**config.mk**
```make
export PLATFORM = sky130hd
export DESIGN_NAME = custom_instruction_initiator
export DESIGN_NICKNAME = d
export VERILOG_FILES = /design/src/rtl/custom_instruction_initiator.sv
export SDC_FILE = /design/constraint.sdc
export NUM_CORES = 1
export LEC_CHECK = 0
export CAP_MARGIN = 20
export CORE_MARGIN = 5
export CORE_UTILIZATION = 35
export CTS_BUF_LIST = sky130_fd_sc_hd__clkbuf_8
export DETAILED_ROUTE_END_ITERATION = 16
export PLACE_DENSITY_LB_ADDON = 0.05
export RECOVER_POWER = 50
export SLEW_MARGIN = 20
export SYNTH_ARGS = -nofsm -noshare
export SYNTH_HDL_FRONTEND = slang
export SYNTH_SLANG_ARGS = --single-unit
```
**constraint.sdc**
```tcl
create_clock -name clock -period 2.35 [get_ports clock]
set_input_delay 0.3525 -clock clock [delete_from_list [all_inputs] [get_ports clock]]
set_output_delay 0.3525 -clock clock [all_outputs]
set_load 0.02 [all_outputs]
```
**src/rtl/custom_instruction_initiator.sv**
```systemverilog
// Issue-side master of the custom-instruction bus: one request in flight, start pulse,
// wait for a responder's done or a timeout, then hand back result/error.
module custom_instruction_initiator #(
   parameter int unsigned TIMEOUT_CYCLES = 16
) (
   input  logic        clock,
   input  logic        reset,
   input  logic        reqValid,
   output logic        reqReady,
   input  logic [7:0]  reqIseId,
   input  logic [31:0] reqValueA,
   input  logic [31:0] reqValueB,
   output logic        rspValid,
   input  logic        rspReady,
   output logic [31:0] rspResult,
   output logic        rspError,
   output logic        ciStart,
   output logic [7:0]  ciIseId,
   output logic [31:0] ciValueA,
   output logic [31:0] ciValueB,
   input  logic        ciDone,
   input  logic [31:0] ciResult
);

   typedef enum logic [1:0] {IDLE, ISSUE, WAIT, RESP} state_t;

   localparam logic [7:0] TO_LAST = 8'(TIMEOUT_CYCLES - 1);

   state_t      state, state_nxt;
   logic [7:0]  id_q;
   logic [31:0] a_q, b_q, res_q;
   logic        err_q;
   logic [7:0]  cnt_q;
   logic        ld_req, ld_res, ld_to, clr_cnt, inc_cnt;
   logic        busy, out_en;

   always_ff @(posedge clock) begin
      if (reset) begin
         state <= IDLE;
         cnt_q <= 8'd0;
         id_q  <= 8'd0;
         a_q   <= 32'd0;
         b_q   <= 32'd0;
         res_q <= 32'd0;
         err_q <= 1'b0;
      end else begin
         state <= state_nxt;
         if (ld_req) begin
            id_q <= reqIseId;
            a_q  <= reqValueA;
            b_q  <= reqValueB;
         end
         if (ld_res) begin
            res_q <= ciResult;
            err_q <= 1'b0;
         end else if (ld_to) begin
            res_q <= 32'd0;
            err_q <= 1'b1;
         end
         if (clr_cnt)      cnt_q <= 8'd0;
         else if (inc_cnt) cnt_q <= cnt_q + 8'd1;
      end
   end

   // A done in the last WAIT cycle is checked before the timeout, so it wins.
   always_comb begin
      state_nxt = state;
      ld_req    = 1'b0;
      ld_res    = 1'b0;
      ld_to     = 1'b0;
      clr_cnt   = 1'b0;
      inc_cnt   = 1'b0;
      case (state)
         IDLE: if (reqValid) begin
            ld_req    = 1'b1;
            state_nxt = ISSUE;
         end
         ISSUE: if (ciDone) begin
            ld_res    = 1'b1;
            state_nxt = RESP;
         end else begin
            clr_cnt   = 1'b1;
            state_nxt = WAIT;
         end
         WAIT: if (ciDone) begin
            ld_res    = 1'b1;
            state_nxt = RESP;
         end else if (cnt_q == TO_LAST) begin
            ld_to     = 1'b1;
            state_nxt = RESP;
         end else begin
            inc_cnt   = 1'b1;
         end
         RESP: if (rspReady) state_nxt = IDLE;
         default: state_nxt = IDLE;
      endcase
   end

   // Outputs are forced low while reset is high, independent of the stored state.
   assign out_en    = !reset;
   assign busy      = out_en && (state == ISSUE || state == WAIT);
   assign reqReady  = out_en && (state == IDLE);
   assign rspValid  = out_en && (state == RESP);
   assign rspResult = rspValid ? res_q : 32'd0;
   assign rspError  = rspValid && err_q;
   assign ciStart   = out_en && (state == ISSUE);
   assign ciIseId   = busy ? id_q : 8'd0;
   assign ciValueA  = busy ? a_q  : 32'd0;
   assign ciValueB  = busy ? b_q  : 32'd0;

endmodule

```
==> flow_summary_export.csv <==
group,metric,value,unit
critical_path,cp.required,2000,ps
timing,relSlewSlack,0.303,
synth,syn_area_per_cell,7.94,sq um
place,portBuffers,216,
synth,syn_inst,609,
clock_tree,root_buffer,"clkbuf_8",
global_route,overflow,0,
clock_tree,clk_latency,430,ps
die,dieHeight,128,microns
route,wl,15200,microns
synth,synth_nets,724,
clock_tree,numCtsBuffers,17,
global_route,grt_pass1_wl,24200,microns
clock_tree,clk_pin_slew_worst_paths,60,ps
die,die_area,16300,sq um
layout,final_cell_area,7300,sq um
synth,netlist_area,4840,sq um
die,pin_count,217,
timing,setup_tns,0,ps
route,vias_per_cell,4.66,
pwr,p_leak,0.00318,uW
die,core_area,13700,sq um
timing,fin_hold_ws,189,ps
clock_tree,tritoncts,"built",
pwr,vdd_ir_drop_max,366,uV
synth,yosys.area.top_type,"dfxtp_1",
timing,min_period,2230,ps
place,hpwl,10100,microns
die,die_w,128,microns
layout,num_antenna_cells,0,
layout,final_cell_mix,"nand2_1, dfxtp_1, clkdlybuf4s50_1",
synth,yosysTopAreaCellShare,0.476,
synth,yosysSeqAreaShare,0.476,
global_route,grt_pass1_vias,4823,
layout,utilization,0.532,
route,vias,4719,
route,wire_per_inst,15.0,microns
timing,worst_pin_slew,1040,ps
route,drt_iter0_markers,242,
synth,synthFlopType,"dfxtp_1",
synth,synth-edff-count,0,
layout,final_cells,1012,
critical_path,crit_path_max_fanout,18,
critical_path,critical_path_class,"reg2out",
worst_hold_path,hold_path_class,"in2reg",
layout,nets,934,
layout,syn_to_final_growth,50.9,%
critical_path,cp-start-kind,"flop",
layout,drive_gt1_frac,0.196,
timing,hold_viol,0,
route,drc_errors,0,
timing,fin_skew,12.4,ps
critical_path,crit_path_end_kind,"output port",
timing,grt_setup_unrepaired,"no",
clock_tree,clock_path_buffers,2,
global_route,grt_usage,0.186,
synth,synth_cell_types,33,
clock_tree,cts_num_sinks,115,
job,cap_violations,0,
timing,maxClockFrequency,0.448,GHz
critical_path,worstPathArrival,1880,ps
place,postPlaceCellArea,7230,sq um
status,outcome,"complete, no violations",
synth,ys_seq_elements,115,
synth,ys_warn_count,0,
die,start_util,0.353,
clock_tree,ctsHoldBuffers,0,
timing,setup_viol,0,
global_route,grt_max_degree,75,
global_route,antenna_found_initial,0,
route,detail-route-antenna-nets,0,
timing,drv_slew,0,
timing,timing.final.crit_share,0.949,
place,dp.cells,973,
pwr,power_density,946,nW/um^2
place,globalplace.congestion,0.785,
route,first_pass_iters,4,
die,rows,43,
synth,async_flop_share,0,
layout,final_common_cell,"nand2_1",
clock_tree,cts_htree_levels,4,
synth,synthTopCellsByArea,"dfxtp_1, and2_1, nand2_1, a21oi_1, a22oi_1",
## registers in the layout, summed over array words and instances (netlist names)
register	flops
b_q	32
a_q	32
id_q	8
res_q	32
err_q	1
state	2
cnt_q	8
## synthesized netlist by cell type, types with 2 or more instances
cell / instances
nand2_1: 148
dfxtp_1: 115
and2_1: 107
a21oi_1: 74
nor2_1: 41
clkbuf_1: 38
a22oi_1: 33
ha_1: 6
inv_1: 5
nor2b_1: 5
buf_1: 4
nand3_1: 4
xor2_1: 4
buf_2: 3
a31oi_1: 2
o21ai_0: 2
xnor2_1: 2
## metal layers
metal / part of all wire / global-route usage / vias up
li1: - / - / 2396
met1: 0.43 / 0.232 / 2142
met2: 0.46 / 0.290 / 166
met3: 0.089 / 0.0736 / 15
met4: 0.015 / 0.0707 / 0
met5: 0 / 0 / -
## metrics by stage
stage | setup slack (ps) | power, uW
finish | 119 | 6910
global route | 0.0808 | 7370
CTS | 4.73 | 6990
detailed placement | 75.5 | 4700
global placement | 91.9 | 4640
floorplan | 430 | 3770
## area by class of cell
cell class	instances	area, sq um
Inverter	5	18.8
Multi-Input combinational cell	444	2360
Fill cell	1360	6420
Timing Repair Buffer	236	1920
Clock buffer	21	289
Sequential cell	115	2300
Clock inverter	11	181
Tap cell	180	225
## worst paths after layout
| kind | slack, ps | end | start | depth (start not counted) |
|---|---|---|---|---|
| max | 120 | ciValueA[2] | state[1] | 7 |
| min | 190 | err_q | reset | 2 |
| max reg2reg | 250 | state[1] | cnt_q[4] | 4 |
| min reg2reg | 450 | b_q[13] | b_q[13] | 2 |
## report_power, final
group	switching, uW	internal [uW]
logic	1310	1010
registers	154	2290
clock network	772	1370
## cells by family after synthesis
logic type	count (synthesis)	share of synthesized area
mux	2	0.00517
compound gates	117	0.145
simple gates	313	0.308
flops	115	0.476
xor+xnor	6	0.0109
buf+inv	50	0.0396
fa+ha+maj	6	0.0155
## critical path, cell delays in order (launching register included)
cell and delay [ps]:
dfxtp_2 340, inv_1 80, ha_4 270, nor2b_4 160, buf_4 130, buf_12 130, and2_1 160, buf_2 170
## timing repair
action,4_1_cts,5_1_grt
endpoints found under the setup margin,106,76
gates cloned,2,1
setup buffers,4,0
resized for setup,315,91
No activity file was read; power rests on OpenSTA's default activity.
